`src/rtl/uart_cmd_seq.sv`:
```
// uart_cmd_seq: framed UART read/write command sequencer driving a 32-bit register bus.
//   clk, rstn            : clock, synchronous active-low reset
//   i_rx_vld/dat/stpbt_err : received byte stream from uart_trx
//   o_tx_vld/dat, i_tx_busy: transmit byte handshake to uart_trx
//   o_bus_*/i_bus_*      : single-outstanding register bus transaction
//   o_busy, o_nak_cnt    : status (not in ST_CMD), saturating NAK count
module uart_cmd_seq #(
    parameter int P_IDLE_TIMEOUT = 1_000_000,
    parameter int P_BUS_TIMEOUT  = 1024
) (
    input  logic        clk,
    input  logic        rstn,
    input  logic        i_rx_vld,
    input  logic [7:0]  i_rx_dat,
    input  logic        i_rx_stpbt_err,
    output logic        o_tx_vld,
    output logic [7:0]  o_tx_dat,
    input  logic        i_tx_busy,
    output logic        o_bus_req,
    output logic        o_bus_we,
    output logic [31:0] o_bus_addr,
    output logic [31:0] o_bus_wdat,
    input  logic        i_bus_ack,
    input  logic [31:0] i_bus_rdat,
    output logic        o_busy,
    output logic [7:0]  o_nak_cnt
);
    localparam int IW = $clog2(P_IDLE_TIMEOUT + 1);
    localparam int BW = $clog2(P_BUS_TIMEOUT + 1);
    localparam logic [2:0] ST_CMD  = 3'd0;
    localparam logic [2:0] ST_ADDR = 3'd1;
    localparam logic [2:0] ST_WDAT = 3'd2;
    localparam logic [2:0] ST_BUS  = 3'd3;
    localparam logic [2:0] ST_RESP = 3'd4;
    localparam logic [2:0] ST_TXH  = 3'd5;
    localparam logic [2:0] ST_TXL  = 3'd6;

    logic [2:0]    state_q, state_d;
    logic          we_q, we_d;
    logic [1:0]    cnt_q, cnt_d;
    logic [31:0]   addr_q, addr_d, wdat_q, wdat_d;
    logic [IW-1:0] idle_q, idle_d;
    logic [BW-1:0] bto_q, bto_d;
    logic [39:0]   resp_q, resp_d;
    logic [2:0]    left_q, left_d;
    logic          tx_vld_q, tx_vld_d;
    logic [7:0]    tx_dat_q, tx_dat_d;
    logic          bus_req_q, bus_req_d;
    logic          busy_q, busy_d;
    logic [7:0]    nak_cnt_q, nak_cnt_d;
    logic          nak;

    always_comb begin
        state_d   = state_q;
        we_d      = we_q;
        cnt_d     = cnt_q;
        addr_d    = addr_q;
        wdat_d    = wdat_q;
        idle_d    = idle_q;
        bto_d     = bto_q;
        resp_d    = resp_q;
        left_d    = left_q;
        tx_vld_d  = 1'b0;
        tx_dat_d  = tx_dat_q;
        nak_cnt_d = nak_cnt_q;
        nak       = 1'b0;
        case (state_q)
            ST_CMD: begin
                if (i_rx_vld) begin
                    if (!i_rx_stpbt_err && (i_rx_dat == 8'h57 || i_rx_dat == 8'h52)) begin
                        state_d = ST_ADDR;
                        we_d    = i_rx_dat == 8'h57;
                        cnt_d   = 2'd0;
                        idle_d  = '0;
                    end else begin
                        nak = 1'b1;
                    end
                end
            end
            ST_ADDR, ST_WDAT: begin
                // A byte arriving on the timeout cycle still counts and restarts the timer.
                if (i_rx_vld) begin
                    if (i_rx_stpbt_err) begin
                        nak = 1'b1;
                    end else begin
                        idle_d = '0;
                        cnt_d  = cnt_q + 2'd1;
                        if (state_q == ST_ADDR) addr_d = {addr_q[23:0], i_rx_dat};
                        else                    wdat_d = {wdat_q[23:0], i_rx_dat};
                        if (cnt_q == 2'd3) begin
                            state_d = (state_q == ST_ADDR && we_q) ? ST_WDAT : ST_BUS;
                            bto_d   = '0;
                        end
                    end
                end else if (idle_q == IW'(P_IDLE_TIMEOUT - 1)) begin
                    state_d = ST_CMD;
                end else begin
                    idle_d = idle_q + 1'b1;
                end
            end
            ST_BUS: begin
                // Ack takes priority over a timeout in the same cycle.
                if (i_bus_ack) begin
                    resp_d  = {8'h06, i_bus_rdat};
                    left_d  = we_q ? 3'd1 : 3'd5;
                    state_d = ST_RESP;
                end else if (bto_q == BW'(P_BUS_TIMEOUT - 1)) begin
                    nak = 1'b1;
                end else begin
                    bto_d = bto_q + 1'b1;
                end
            end
            ST_RESP: begin
                tx_vld_d = 1'b1;
                tx_dat_d = resp_q[39:32];
                resp_d   = {resp_q[31:0], 8'h00};
                left_d   = left_q - 3'd1;
                state_d  = ST_TXH;
            end
            // Wait for busy high then low so the transmitter's vld->busy latency is tolerated.
            ST_TXH: state_d = i_tx_busy ? ST_TXL : ST_TXH;
            ST_TXL: state_d = i_tx_busy ? ST_TXL : (left_q != 3'd0 ? ST_RESP : ST_CMD);
            default: state_d = ST_CMD;
        endcase
        if (nak) begin
            resp_d    = {8'h15, 32'h0};
            left_d    = 3'd1;
            state_d   = ST_RESP;
            nak_cnt_d = nak_cnt_q + {7'd0, nak_cnt_q != 8'hff};
        end
        bus_req_d = state_d == ST_BUS;
        busy_d    = state_d != ST_CMD;
    end

    always_ff @(posedge clk) begin
        if (!rstn) begin
            state_q   <= ST_CMD;
            we_q      <= 1'b0;
            cnt_q     <= 2'd0;
            addr_q    <= 32'h0;
            wdat_q    <= 32'h0;
            idle_q    <= '0;
            bto_q     <= '0;
            resp_q    <= 40'h0;
            left_q    <= 3'd0;
            tx_vld_q  <= 1'b0;
            tx_dat_q  <= 8'h00;
            bus_req_q <= 1'b0;
            busy_q    <= 1'b0;
            nak_cnt_q <= 8'h00;
        end else begin
            state_q   <= state_d;
            we_q      <= we_d;
            cnt_q     <= cnt_d;
            addr_q    <= addr_d;
            wdat_q    <= wdat_d;
            idle_q    <= idle_d;
            bto_q     <= bto_d;
            resp_q    <= resp_d;
            left_q    <= left_d;
            tx_vld_q  <= tx_vld_d;
            tx_dat_q  <= tx_dat_d;
            bus_req_q <= bus_req_d;
            busy_q    <= busy_d;
            nak_cnt_q <= nak_cnt_d;
        end
    end

    assign o_tx_vld   = tx_vld_q;
    assign o_tx_dat   = tx_dat_q;
    assign o_bus_req  = bus_req_q;
    assign o_bus_we   = we_q;
    assign o_bus_addr = addr_q;
    assign o_bus_wdat = wdat_q;
    assign o_busy     = busy_q;
    assign o_nak_cnt  = nak_cnt_q;
endmodule

```
`config.mk`:
```
export PLATFORM = sky130hd
export DESIGN_NAME = uart_cmd_seq
export DESIGN_NICKNAME = d
export VERILOG_FILES = /design/src/rtl/uart_cmd_seq.sv
export SDC_FILE = /design/constraint.sdc
export NUM_CORES = 1
export LEC_CHECK = 0
export ABC_CLOCK_PERIOD_IN_PS = 2000
export CAP_MARGIN = 30
export CORE_ASPECT_RATIO = 0.5
export CORE_MARGIN = 2
export CORE_UTILIZATION = 25
export CTS_CLUSTER_DIAMETER = 150
export DETAILED_ROUTE_END_ITERATION = 8
export GPL_ROUTABILITY_DRIVEN = 0
export SLEW_MARGIN = 10
export SYNTH_ARGS = -nofsm -noshare
export SYNTH_HDL_FRONTEND = slang
export SYNTH_SLANG_ARGS = --single-unit
```
`constraint.sdc`:
```
create_clock -name clk -period 2 [get_ports clk]
set_input_delay 0.2 -clock clk [delete_from_list [all_inputs] [get_ports clk]]
set_output_delay 0.2 -clock clk [all_outputs]
set_load 0.05 [all_outputs]
```
# After elaboration in Yosys (flattened, before gate mapping)
# Index checks and enable logic that the tools add are counted.
[word_totals]
word_cells = 114
in_bits = 46
register_bits = 163
output_inout_bits = 84
[op_classes]
mux = 45
add_sub_neg = 5
reduce_logical = 21
n_bitwise = 3
n_eq_ne = 24
[ops]
columns = ["operator", "n"]
rows = [
  ["$mux 20", 5],
  ["$pmux 40 s2", 1],
  ["$mux 11", 5],
  ["$mux 40", 1],
  ["$pmux 20 s2", 1],
  ["$mux 37", 1],
  ["$mux 3", 12],
  ["$pmux 11 s2", 1],
  ["$add 20x1->20 const B", 1],
  ["$eq 20x20->1 const B", 1],
  ["$pmux 3 s6", 1],
  ["$eq 8x7->1 const B", 2],
  ["$ne 2x2->1 const B", 8],
  ["$add 11x1->11 const B", 1],
  ["$eq 11x10->1 const B", 1],
  ["$mux 2", 5],
  ["$reduce_and 5->1", 2],
  ["$eq 3x2->1 const B", 3],
  ["$eq 3x3->1 const B", 3],
  ["$mux 1", 9],
  ["$ne 3x3->1 const B", 3],
  ["$reduce_bool 3->1", 3],
  ["$add 8x1->8", 1],
  ["$ne 8x8->1 const B", 1],
  ["18 further kinds", 26],
]

# Longest topological paths before layout
[logic_depth]
depth_word = 9
depth_mapped = 9

# Worst setup path before layout
# Ideal clock, no wire load.
[synth_path]
path_type = "in2reg"
from = "input i_rx_vld"
to = "register idle_q[13]"
path_buffers = 2
setup_time_ps = 70
arrival_ps = 2024
path_stages = 7
setup_slack_ps = -94
cell_sequence = "buf_2 > or3b_1 > or4_4 > o2bb2ai_2 > buf_6 > or4_1 > a21oi_1"
[synth_between]
elab_chain_len = 2
elab_cells_between_ends = 6
cone_classes = "eq/ne: 3; mux: 2; reduce/logical: 1"
[synth_rtl]
columns = ["element", "line_no", "text"]
rows = [
  ["from (decl)", "13", "input logic i_rx_vld,"],
  ["$ne 3x3->1 (no line), or another cell as far along", "n/a", ""],
  ["$reduce_and 5->1 (no line) or $pmux 20 s2 (tied branches)", "n/a", ""],
  ["to (signal assigned)", "157", "idle_q <= idle_d;"],
  ["to (decl)", "42", "logic [IW-1:0] idle_q, idle_d;"],
]
# Parallel ways exist; a longest one is shown, timed or not.
# A chain may end at the register's enable or synchronous reset.

# Worst setup path in the final report
[layout_path]
from = "input i_rx_dat[6]"
to = "register idle_q[16]"
[layout_between]
elab_chain_len = 5
elab_cells_between_ends = 6
cone_classes = "eq/ne: 3; reduce/logical: 3"
[layout_rtl]
columns = ["element", "line_no", "text"]
rows = [
  ["from (decl)", "14", "input logic [7:0] i_rx_dat,"],
  ["$eq 8x7->1", "70", "if (!i_rx_stpbt_err && (i_rx_dat == 8'h57 || i_rx_dat == 8'h52)) begin"],
  ["$logic_or 1x1->1 (*)", "70", ""],
  ["$logic_and 1x1->1 (*)", "70", ""],
  ["$ne 2x2->1 (no line) (*)", "n/a", ""],
  ["$reduce_and 5->1 (no line) (*)", "n/a", ""],
]
# Mark *: on every way between the ends. The rest lies on a longest branch, timed or not.

==> impl_metrics.csv <==
group,metric,value,unit
synthesis,yosysTopAreaCellShare,48.33,%
synthesis,synth_top_family_by_area,"simple AND/OR/NAND/NOR gates",
synthesis,synth_compound_area_share,17.70,%
synthesis,async_flop_share,0,%
global_route,antenna_found_initial,0,
cts,cts_hold_buf,0,
cts,root_buffer,"clkbuf_16",
synthesis,yosys_most_used_dff,"dfxtp_1",
sta,hold_violations,0,
synthesis,syn_area,0.006751,mm²
power,p_int,5732,µW
cts,cts_buffers,17,
cts,ctsLongestPathBuffers,2,
synthesis,ys_ff_latch,163,
synthesis,ys_warn_count,0,
cells_and_area,layout-drive-gt1-share,13.60,%
worst_setup_path,critPathCaptureType,"flip-flop",
global_route,grtUsageTotal,13.85,%
route,drt-initial-drc-count,410,
placed_design,dp_hpwl,13610,µm
power,power.density,773.0,mW/mm²
cells_and_area,multi_input_area,0.003398,mm²
sta,finClkSkew,0.008588,ns
global_route,grt_pass1_vias,6270,
synthesis,synth_edf_count,0,
floorplan,core,0.02649,mm²
outcome,violations,"setup timing",
route,vias,6506,
synthesis,synth-simple-area-share,25.72,%
sta,finalCritPeriodShare,109.8,%
power,pwr-share-clk,47.9,%
sta,setup_viol,22,
power,sw_frac_of_total,24.01,%
synthesis,synthCells,843,
cells_and_area,n_fill_cell,2713,
hold_path,holdCritPathClass,"in2reg",
worst_setup_path,rrSetupSlack,-0.19,ns
floorplan,fp.dieArea,0.02842,mm²
placed_design,port_buffers,129,
synthesis,synthAdderAreaFrac,1.446,%
outcome,status,"complete, but fails checks",
route,firstDrtPassIters,7,
route,post-route-drc-count,0,
route,avgViaCountPerCell,4.735,
floorplan,chipWidth,236.4,µm
worst_setup_path,r2r_start,"state_q[2]",
global_route,grt_pass1_wl,31700,µm
cells_and_area,regArea,0.003263,mm²
worst_setup_path,critPathKind,"in2reg",
synthesis,ys_seq_area_share,48.33,%
synthesis,yosysTopAreaCell,"dfxtp_1",
worst_setup_path,worst_setup_path_start_kind,"primary input",
sta,rsz0062_at_grt,"yes",
synthesis,syn_nets,896,
worst_setup_path,worstPathRequired,2.38,ns
power,pwr-share-seq,43.7,%
synthesis,synth_commonest_cells,"209 x nand2_1, 163 x dfxtp_1, 135 x a21oi_1",
worst_setup_path,r2r_end,"idle_q[16]",
flow_run,maxCapViolations,0,
cts,cts_tree,"yes",
sta,finalCriticalPeriod,2.196,ns
power,power,7543,µW
power,leakage,0.003203,µW
synthesis,synthXorXnorAreaFrac,1.538,%
floorplan,row_count,42,
placed_design,pre_cts_ws,-0.8104,ns
power,power.share.combinational,8.4,%
synthesis,muxShareOfSynthArea,1.186,%
global_route,grt_max_degree,83,
sta,finalMaxSlewViolations,0,
power,peakVddDrop,0.6320,mV
synthesis,synth_cell_types,51,
sta,max_freq,0.4555,GHz
cells_and_area,utilization,36.84,%
cts,clk_latency,0.44,ns
synthesis,yosysMostFrequentCell,"nand2_1",
power,power.switching,1811,µW
cts,cts_num_sinks,163,
route,wire_per_inst,14.42,µm
floorplan,initial_core_util,25.49,%
cells_and_area,syn2layout_area_growth,44.53,%
floorplan,num_io_pins,130,
sta,postLayoutSetupSlackWorst,-0.1955,ns
cts,h-tree-depth,4,
worst_setup_path,worstSetupStartpoint,"i_rx_dat[6]",
sta,tightest_slew,0.8861,ns
cells_and_area,antennaDiodeCount,0,
floorplan,die_h,120.2,µm
worst_setup_path,cp.arrival,2.57,ns
synthesis,avgSynthCellArea,8.009,µm²
global_route,grt_overflow,0,
cells_and_area,finalNetCount,1062,
route,wirelength,19810,µm
sta,relSlewSlack,40.92,%
worst_setup_path,crit_end,"idle_q[16]",
route,ant_nets,0,
cts,clk_pin_slew,0.07,ns
synthesis,synth_area_leaders,"dfxtp_1 48%, nand2_1 12%, a21oi_1 10%",
worst_setup_path,worst_r2r_path_depth,5,
worst_setup_path,crit_fanout,7,
[cell type report]
| type | instances | share of cell area [%] |
|---|---|---|
| Sequential cell | 163 | 33.44 |
| Clock buffer | 20 | 4.680 |
| Inverter | 10 | 0.3847 |
| Multi-Input combinational cell | 613 | 34.82 |
| Clock inverter | 12 | 1.962 |
| Tap cell | 352 | 4.513 |
| Timing Repair Buffer | 204 | 20.19 |
[cells by family (layout without fill, tap and decap cells)]
group / Yosys count / after routing
and+or+nand+nor: 374 / 374
AOI/OAI and AO/OA: 210 / 212
DFF: 163 / 163
buffers and inverters: 69 / 246
xor gates and xnor gates: 11 / 11
adders and majority gates: 8 / 8
muxes: 8 / 8
[layer usage]
layer / global-route usage [%] / up-vias / wire [µm]
met5: 0 / - / 0
met4: 5.578 / 0 / 433
met3: 3.219 / 29 / 648
met2: 23.86 / 121 / 9886
met1: 16.79 / 3078 / 8839
li1: - / 3278 / -
[flip-flops by register name (all words and copies together), names as in the netlist]
signal and flops:
state_q 3, bto_q 11, o_bus_wdat 32, resp_q 40, o_busy 1, o_tx_dat 8
left_q 3, o_tx_vld 1, o_bus_req 1, o_bus_addr 32, cnt_q 2, o_bus_we 1
o_nak_cnt 8, idle_q 20
[power groups by stage]
stage	clock [µW]	combinational (µW)	sequential, µW
6_report	3610	631	3300
5_1_grt	3840	680	3300
4_1_cts	3710	616	3300
3_5_place_dp	0	595	3370
3_3_place_gp	0	587	3370
2_1_floorplan	0	260	3410
[stage by stage]
stage | instances | setup TNS [ns] | hold WS [ns] | area, µm²
after global routing | 1374 | -3.454 | 0.3101 | 9758
after detailed placement | 1335 | -31.02 | 0.4467 | 8925
after global placement | 1335 | -29.38 | 0.4408 | 8925
after floorplan | 843 | -0.9033 | 0.3360 | 6775
after CTS | 1370 | -1.928 | 0.2885 | 9638
final | 1374 | -2.415 | 0.3160 | 9758
[critical path, cell delays in order]
cell and delay [ns]:
clkdlybuf4s50_1 0.48, or3b_4 0.39, or4_4 0.60, o2bb2ai_4 0.19
or4_1 0.58, a21oi_2 0.14
[layout by cell type, fill, tap and decap left out, types with 3 or more instances in the layout]
cell type	count
nand2_1	209
dfxtp_1	163
a21oi_1	132
clkdlybuf4s50_1	129
buf_4	65
nand3_1	35
nor2_1	31
a22oi_1	25
o21ai_0	20
nor3_1	17
clkbuf_16	17
or4_1	10
o31ai_1	9
inv_1	9
nand4_1	9
buf_12	9
a31oi_1	8
xnor2_1	8
mux2i_1	8
or3_1	7
nand2b_1	7
ha_1	7
and3_1	6
nor4_1	4
and2_1	4
inv_6	4
bufinv_16	4
and4_1	3
nor2b_1	3
a21oi_2	3
[worst min path at each step]
| stage | startpoint | slack (ns) | cells after the start | endpoint |
|---|---|---|---|---|
| 2_1_floorplan | i_bus_rdat[0] | 0.34 | 2 | resp_q[0] |
| 3_5_place_dp | resp_q[22] | 0.45 | 2 | resp_q[22] |
| 3_3_place_gp | o_bus_wdat[28] | 0.44 | 2 | o_bus_wdat[28] |
| 4_1_cts | i_bus_rdat[2] | 0.29 | 3 | resp_q[2] |
| 5_1_grt | i_bus_rdat[7] | 0.31 | 3 | resp_q[7] |
| 6_report | i_bus_rdat[2] | 0.32 | 3 | resp_q[2] |
[what timing repair did]
item	4_1_cts	5_1_grt
resized for setup	7	18
setup endpoints to repair	23	77
setup buffers	1	4
cloned	2	0
pin swaps	8	3
Note: power is estimated with default switching activity, not from simulation.
